$ cat src/rtl/regfile_32x32_pkg.sv
`default_nettype none
// +--------------------------------------------------------------------+
// | Module : regfile_32x32_pkg                                         |
// | Brief  : Shared sizing constants for the 32x32 register file.      |
// | Rev    : 1.0                                                       |
// +--------------------------------------------------------------------+
package regfile_32x32_pkg;
    localparam int REG_COUNT = 32;
    localparam int ADDR_W    = 5;
    localparam int DATA_W    = 32;
endpackage : regfile_32x32_pkg
`default_nettype wire

$ cat src/rtl/regfile_32x32_mux32_32x1.sv
`default_nettype none
// +--------------------------------------------------------------------+
// | Module : mux32_32x1                                                |
// | Brief  : 32-way selector of 32-bit words.                          |
// | Rev    : 1.0                                                       |
// +--------------------------------------------------------------------+
module mux32_32x1
    import regfile_32x32_pkg::*;
(
    input  logic [REG_COUNT-1:0][DATA_W-1:0] data_i,
    input  logic [ADDR_W-1:0]                sel_i,
    output logic [DATA_W-1:0]                y_o
);
    assign y_o = data_i[sel_i];
endmodule : mux32_32x1
`default_nettype wire

$ cat src/rtl/regfile_32x32_register32.sv
`default_nettype none
// +--------------------------------------------------------------------+
// | Module : register32                                                |
// | Brief  : 32-bit register with synchronous reset and load enable.   |
// | Rev    : 1.0                                                       |
// +--------------------------------------------------------------------+
module register32
    import regfile_32x32_pkg::*;
(
    input  logic              clk,
    input  logic              rst,
    input  logic              en_i,
    input  logic [DATA_W-1:0] d_i,
    output logic [DATA_W-1:0] q_o
);
    logic [DATA_W-1:0] data_q;
    logic [DATA_W-1:0] data_d;

    always_comb begin
        data_d = data_q;
        if (en_i) begin
            data_d = d_i;
        end
    end

    always_ff @(posedge clk) begin
        if (rst) begin
            data_q <= '0;
        end else begin
            data_q <= data_d;
        end
    end

    assign q_o = data_q;
endmodule : register32
`default_nettype wire

$ cat src/rtl/regfile_32x32.sv
`default_nettype none
// +--------------------------------------------------------------------+
// | Module : regfile_32x32                                             |
// | Brief  : 2R/1W register file with write forwarding and a pending-  |
// |          write scoreboard.                                         |
// | Rev    : 1.0                                                       |
// +--------------------------------------------------------------------+
module regfile_32x32
    import regfile_32x32_pkg::*;
#(
    parameter int unsigned BYPASS   = 1,
    parameter int unsigned ZERO_REG = 1
) (
    input  logic              clk,
    input  logic              rst,
    input  logic              wr_en,
    input  logic [ADDR_W-1:0] wr_addr,
    input  logic [DATA_W-1:0] wr_data,
    input  logic [ADDR_W-1:0] rd_addr1,
    input  logic [ADDR_W-1:0] rd_addr2,
    output logic [DATA_W-1:0] rd_data1,
    output logic [DATA_W-1:0] rd_data2,
    input  logic              rsv_en,
    input  logic [ADDR_W-1:0] rsv_addr,
    output logic              rd_pend1,
    output logic              rd_pend2,
    output logic              stall
);
    localparam bit c_bypass_en = (BYPASS != 0);
    localparam bit c_zero_reg  = (ZERO_REG != 0);

    logic [REG_COUNT-1:0]             w_wr_sel;
    logic [REG_COUNT-1:0][DATA_W-1:0] w_regs;
    logic [DATA_W-1:0]                w_mux1;
    logic [DATA_W-1:0]                w_mux2;
    logic                             w_rd1_zero;
    logic                             w_rd2_zero;
    logic                             w_fwd1;
    logic                             w_fwd2;
    logic [REG_COUNT-1:0]             pend_q;
    logic [REG_COUNT-1:0]             pend_d;

    genvar gi;
    generate
        for (gi = 0; gi < REG_COUNT; gi++) begin : g_entry
            // Entry 0 is never enabled when hardwired, so it stays at its reset value.
            assign w_wr_sel[gi] = wr_en && (wr_addr == ADDR_W'(gi)) && !(c_zero_reg && (gi == 0));

            register32 u_reg (
                .clk  (clk),
                .rst  (rst),
                .en_i (w_wr_sel[gi]),
                .d_i  (wr_data),
                .q_o  (w_regs[gi])
            );
        end
    endgenerate

    mux32_32x1 u_mux1 (.data_i(w_regs), .sel_i(rd_addr1), .y_o(w_mux1));
    mux32_32x1 u_mux2 (.data_i(w_regs), .sel_i(rd_addr2), .y_o(w_mux2));

    assign w_rd1_zero = c_zero_reg && (rd_addr1 == '0);
    assign w_rd2_zero = c_zero_reg && (rd_addr2 == '0);
    assign w_fwd1     = c_bypass_en && wr_en && (wr_addr == rd_addr1) && !w_rd1_zero;
    assign w_fwd2     = c_bypass_en && wr_en && (wr_addr == rd_addr2) && !w_rd2_zero;

    assign rd_data1 = w_fwd1 ? wr_data : (w_rd1_zero ? '0 : w_mux1);
    assign rd_data2 = w_fwd2 ? wr_data : (w_rd2_zero ? '0 : w_mux2);

    // Set is applied after clear so a same-cycle reserve of the written index wins.
    always_comb begin
        pend_d = pend_q;
        if (wr_en) begin
            pend_d[wr_addr] = 1'b0;
        end
        if (rsv_en && !(c_zero_reg && (rsv_addr == '0))) begin
            pend_d[rsv_addr] = 1'b1;
        end
    end

    always_ff @(posedge clk) begin
        if (rst) begin
            pend_q <= '0;
        end else begin
            pend_q <= pend_d;
        end
    end

    assign rd_pend1 = pend_q[rd_addr1] && !w_fwd1;
    assign rd_pend2 = pend_q[rd_addr2] && !w_fwd2;
    assign stall    = rd_pend1 || rd_pend2;
endmodule : regfile_32x32
`default_nettype wire

$ cat config.mk
export PLATFORM = sky130hd
export DESIGN_NAME = regfile_32x32
export DESIGN_NICKNAME = d
export VERILOG_FILES = /design/src/rtl/regfile_32x32_pkg.sv /design/src/rtl/regfile_32x32_mux32_32x1.sv /design/src/rtl/regfile_32x32_register32.sv /design/src/rtl/regfile_32x32.sv
export SDC_FILE = /design/constraint.sdc
export NUM_CORES = 2
export LEC_CHECK = 0
export BUFFER_PORTS_ARGS = -buffer_cell sky130_fd_sc_hd__buf_4
export CAP_MARGIN = 20
export CELL_PAD_IN_SITES_DETAIL_PLACEMENT = 1
export CELL_PAD_IN_SITES_GLOBAL_PLACEMENT = 2
export CORE_MARGIN = 2
export CORE_UTILIZATION = 39
export DETAILED_ROUTE_END_ITERATION = 7
export GPL_ROUTABILITY_DRIVEN = 0
export PLACE_DENSITY_LB_ADDON = 0.1
export SLEW_MARGIN = 30
export SYNTH_ARGS = -nofsm -noshare
export SYNTH_HDL_FRONTEND = slang
export SYNTH_SLANG_ARGS = --single-unit
$ cat constraint.sdc
create_clock -name clk -period 5.3 [get_ports clk]
set_input_delay 0.53 -clock clk [delete_from_list [all_inputs] [get_ports clk]]
set_output_delay 0.53 -clock clk [all_outputs]
set_load 0.005 [all_outputs]
== Word-level counts from Yosys, hierarchy flattened ==
Index checks and enable logic that the tools add are counted.

* Register bits: 1,024

* Equal/unequal tests: 33
* Reduce and logical (&&, ||, !) cells: 49
* Magnitude comparators: 6
* Bitwise operators: 3
* Mux-type cells: 18

{| class="wikitable"
|+ Operators with widths
! kind !! number
|-
| $bmux W32 S5 || 2
|-
| $mux W32 || 8
|-
| $eq A5 B5 Y1 const B || 16
|-
| $eq A5 B4 Y1 const B || 8
|-
| $logic_and A1 B1 Y1 || 40
|-
| $and A32 B32 Y32 || 1
|-
| $not A32 Y32 || 1
|-
| $or A32 B32 Y32 || 1
|-
| $lt A5 B6 Y1 const B || 4
|-
| $eq A5 B3 Y1 const B || 4
|-
| $logic_not A5 Y1 || 3
|-
| $bmux W1 S5 || 2
|-
| $demux W1 S5 || 2
|-
| $eq A5 B2 Y1 const B || 2
|-
| $eq A5 B5 Y1 || 2
|-
| $ge A5 B1 Y1 const B || 2
|-
| $eq A5 B1 Y1 const B || 1
|-
| $logic_not A1 Y1 || 5
|-
| $mux W1 || 4
|-
| $logic_or A1 B1 Y1 || 1
|}

== Logic depth before layout (Yosys ltp) ==
* Word-level depth: 9
* Mapped depth: 9

== By module ==
From an unflattened synthesis, not the netlist that was laid out.

* Cells, all modules: 6,095
* Area, all modules: 58,053.2 um^2

{| class="wikitable"
|+ Modules (own cells, without submodules)
! module !! times used !! sequential area each (um^2) !! area each (um^2) !! cells each
|-
| register32 || 32 || 640.6 || 1,163.6 || 103
|-
| mux32_32x1 || 2 || 0.0 || 8,887.3 || 1,158
|-
| regfile_32x32 || 1 || 640.6 || 3,042.9 || 483
|}

== Least setup slack after synthesis ==
OpenSTA, ideal clock, no wires.

* Kind: input-to-output
* Start: input rd_addr1[0]
* End: output rd_data1[19]
* Required time: 4.770 ns
* Buffers on the path: 4
* Arrival: 2.226 ns
* Setup slack: 2.544 ns
* Stages on the path: 8
* Path through: buf_2 -> buf_6 -> buf_6 -> buf_2 -> mux4_2 -> a22o_1 -> o21ai_0 -> nand2_1

* Longest elaborated chain between the ends: 4

{| class="wikitable"
|+ RTL lines
! element !! line !! text
|-
| start: declaration || regfile_32x32.sv:19 || <nowiki>input logic [ADDR_W-1:0] rd_addr1,</nowiki>
|-
| $bmux W32 S5, or another cell as far along || regfile_32x32_mux32_32x1.sv:14 || <nowiki>assign y_o = data_i[sel_i];</nowiki>
|-
| $mux W32 (implied by the code), or another cell as far along || regfile_32x32_mux32_32x1.sv:14 ||
|-
| $mux W32 / $logic_and A1 B1 Y1 (equally long branches) || regfile_32x32.sv:67, regfile_32x32.sv:64 ||
|-
| $mux W32 * || regfile_32x32.sv:67 || <nowiki>assign rd_data1 = w_fwd1 ? wr_data : (w_rd1_zero ? '0 : w_mux1);</nowiki>
|-
| end: declaration || regfile_32x32.sv:21 || <nowiki>output logic [DATA_W-1:0] rd_data1,</nowiki>
|}

Every way passes the cells marked *; elsewhere a longest branch is shown, timed or not. The select of a mux whose other input is x is not followed.

== Worst setup path after layout ==
* Start: input rd_addr2[3]
* End: output rd_data2[7]

* Longest elaborated chain between the ends: 4

{| class="wikitable"
|+ RTL lines
! element !! line !! text
|-
| start: declaration || regfile_32x32.sv:20 || <nowiki>input logic [ADDR_W-1:0] rd_addr2,</nowiki>
|-
| $bmux W32 S5, or another cell as far along || regfile_32x32_mux32_32x1.sv:14 ||
|-
| $mux W32 (implied by the code), or another cell as far along || regfile_32x32_mux32_32x1.sv:14 ||
|-
| $mux W32 / $logic_and A1 B1 Y1 (equally long branches) || regfile_32x32.sv:68, regfile_32x32.sv:65 ||
|-
| $mux W32 * || regfile_32x32.sv:68 || <nowiki>assign rd_data2 = w_fwd2 ? wr_data : (w_rd2_zero ? '0 : w_mux2);</nowiki>
|-
| end: declaration || regfile_32x32.sv:22 || <nowiki>output logic [DATA_W-1:0] rd_data2,</nowiki>
|}

Marked as above.

==> out/results.ini <==
[die]
die_width_um=370
die_height_um=370
num_rows=134
start_util_pct=39.3
ios=123
coreArea_um2=133000
die_area_um2=137000

[critical_path]
crit_type=in2out
r2r_start=pend_q[24]
worst_setup_path_end_kind=output pin
reg2reg_to=pend_q[24]
critical_path.startpoint_type=primary input
critPathArrivalTime_ns=3.76
path_cells=buf_4 > or3_1 > or3_1 > o31ai_4 > buf_4 > a31o_2 > o21ai_1 > buf_4
reg2regPathDepth=2
critPathMostFrequentCell=buf_4
endpoint=rd_data2[7]
r2r_slack_ns=4.58
cp_data_required_time_ns=4.77
cp_slowest_cell=or3_1
critPathMaxStageDelay_ns=0.81
path_max_fanout=35
cp-startpoint=rd_addr2[3]

[timing]
finalSetupTns_ns=0
period_share_pct=80.9
hold_viol=0
finalMaxSlewViolations=0
clock_skew_ns=0
min_period_ns=4.29
setup_slack_ns=1.01
max_slew_margin_pct=29.0
worst_slew_pin_slew_ns=1.06
clock.fmax_ghz=0.233
setup_violations=0
rsz0062_at_grt=no
fin_hold_ws_ns=0.211

[clocking]
cts_max_path_buffers=3
clk_pin_slew_ns=0.06
post_cts_buffers=0
clockRootBuffer=clkbuf_16
cts_tree=done
cts_buffers=121
cts_resized=0
clock_latency_ns=0.75
htreeDepth=3
holdBufCountCts=0
cts.sinks=1024

[logic_synthesis]
synthesis.area_um2=52400
seq_area_frac_synth_pct=39.2
synthDistinctLibCells=53
syn_inst=6038
postSynthAreaPerCell_um2=8.67
ys_async_sr_fraction_pct=0
ys_warn_count=0
ys_ff_latch=1024
syn_nets=6094
synth_top_area_share_pct=39.2
yosysTopAreaCell=dfxtp_1
synth-edff-count=0
ys.flop_type=dfxtp_1
synth.area.top_cells=dfxtp_1, mux4_2, nand2_1

[finish]
syn_to_final_growth_pct=12.9
stdcell_count=7683
fin_util_pct=44.3
nFillCells=15220
seqCellArea_um2=20500
drive_gt1_share_pct=19.0
postLayoutCellArea_um2=59100
multiInputGateArea_um2=29500
nNetsFinal=5870

[placement]
io_buffers=122
place_area_um2=55000
dpl.hpwl_um=158000
dp_slack_ns=1.11
placed_cells=7458

[outcome]
status=completed

[pwr]
finalPower_mw=18.2
p_leak_nw=19.2
ir_drop_v=0.000304
power.density_nw_per_um2=309

[global_route]
grt_max_degree=168
grt_pass1_vias=49202
grt_pass1_wl_um=365000
grt_usage_pct=36.9
grt.overflow.total=0
antenna_found_initial=7

[drt]
post_drt_wl_per_cell_um=33.3
remaining_drc_errors=0
totalWireLength_um=256000
antenna_left=0
firstDrtPassIters=5
viasPerCell=6.39
dr_total_vias=49082
first_iter_violations=5499

[run]
drv_cap=0

[worst_hold_path]
hold_class=in2reg

[flip-flops by register name (all words and copies together) (netlist names)]
signal / flops
g_entry.u_reg.q_o: 992
pend_q: 32
[power breakdown]
group          switching (mW)  leakage (nW)  total [mW]  internal (mW)
combinational            1.20          8.94        1.69          0.487
sequential             0.0453          8.25        7.80           7.76
clock                    3.58          2.01        8.76           5.17
[worst max-delay path, delay by kind of cell]
family | cells | cell delay, ns
AO/OA/AOI/OAI | 3 | 0.94
buffers and inverters | 3 | 1.13
AND/OR/NAND/NOR | 2 | 1.08
[layout by cell type (no fill, tap or decap), types with 8 or more instances in the layout]
master	count
nand2_2	18
clkbuf_16	125
dfxtp_1	1024
a22oi_1	92
clkbuf_8	29
nand3_1	12
nand2b_1	10
a21oi_1	1019
buf_12	21
mux4_2	468
o221ai_1	15
bufinv_16	10
clkinv_2	17
a21o_1	9
nand3_2	8
nor2_1	108
o21ai_1	35
a31o_1	8
nor2_4	25
o21a_1	9
xnor2_1	8
nand2_1	2093
buf_4	267
a221o_1	15
a221oi_1	77
buf_16	8
mux2i_1	40
o21ai_0	11
mux2_2	76
nor3_1	46
clkbuf_1	33
a211oi_1	10
o31ai_1	18
a22o_1	36
o211ai_1	18
[cells in the mapped netlist, drive strengths merged (5+ instances only)]
| library cell | number |
|---|---|
| nand2b | 10 |
| dfxtp | 1024 |
| nand3 | 20 |
| nor3 | 54 |
| o221ai | 15 |
| nor2 | 133 |
| nand2 | 2117 |
| a221o | 15 |
| nor2b | 13 |
| a21o | 9 |
| nor3b | 5 |
| o211ai | 18 |
| mux2 | 83 |
| a22o | 36 |
| mux4 | 468 |
| and3 | 7 |
| a22oi | 92 |
| a211oi | 10 |
| mux2i | 40 |
| a21oi | 1021 |
| o21a | 9 |
| clkbuf | 502 |
| buf | 148 |
| o21ai | 46 |
| a221oi | 77 |
| xnor2 | 8 |
| a31o | 10 |
| o31ai | 20 |
[metal layers]
layer  up-vias  GRT usage, %  wire, µm
li1      20689             -         -
met1     25389          49.5    105000
met2      2437          57.8    116000
met3       565          7.68     23600
met4         2          15.0     10900
met5         -             0         8
[kinds of logic (layout without fill, tap and decap cells)]
logic type	Yosys count	after routing	synth area share, %
compound gates	1385	1385	15.2
xor+xnor	10	10	0.167
buf+inv	654	526	5.35
flops	1024	1024	39.2
mux	591	591	22.7
other cells	0	5	0
simple gates	2374	2374	17.5
[area by class of cell]
| class | instances | share of cell area [%] |
|---|---|---|
| antenna | 5 | 0.0212 |
| clock inverter | 32 | 0.720 |
| timing repair buffer | 303 | 4.65 |
| sequential | 1024 | 34.7 |
| clock buffer | 187 | 6.18 |
| inverter | 4 | 0.0296 |
| multi-input combinational | 4360 | 50.0 |
| tap | 1768 | 3.74 |
[worst min-delay path by stage]
stage / from / to / slack, ns / depth (start not counted)
after floorplan: pend_q[0] / pend_q[0] / 0.44 / 2
after global placement: g_entry[10].u_reg.q_o[18] / g_entry[10].u_reg.q_o[18] / 0.45 / 2
after detailed placement: g_entry[3].u_reg.q_o[0] / g_entry[3].u_reg.q_o[0] / 0.46 / 2
after CTS: wr_data[0] / g_entry[8].u_reg.q_o[0] / 0.18 / 3
after global routing: wr_data[2] / g_entry[9].u_reg.q_o[2] / 0.23 / 3
final: wr_data[0] / g_entry[8].u_reg.q_o[0] / 0.21 / 3
Note: power is estimated with default switching activity, not from simulation.
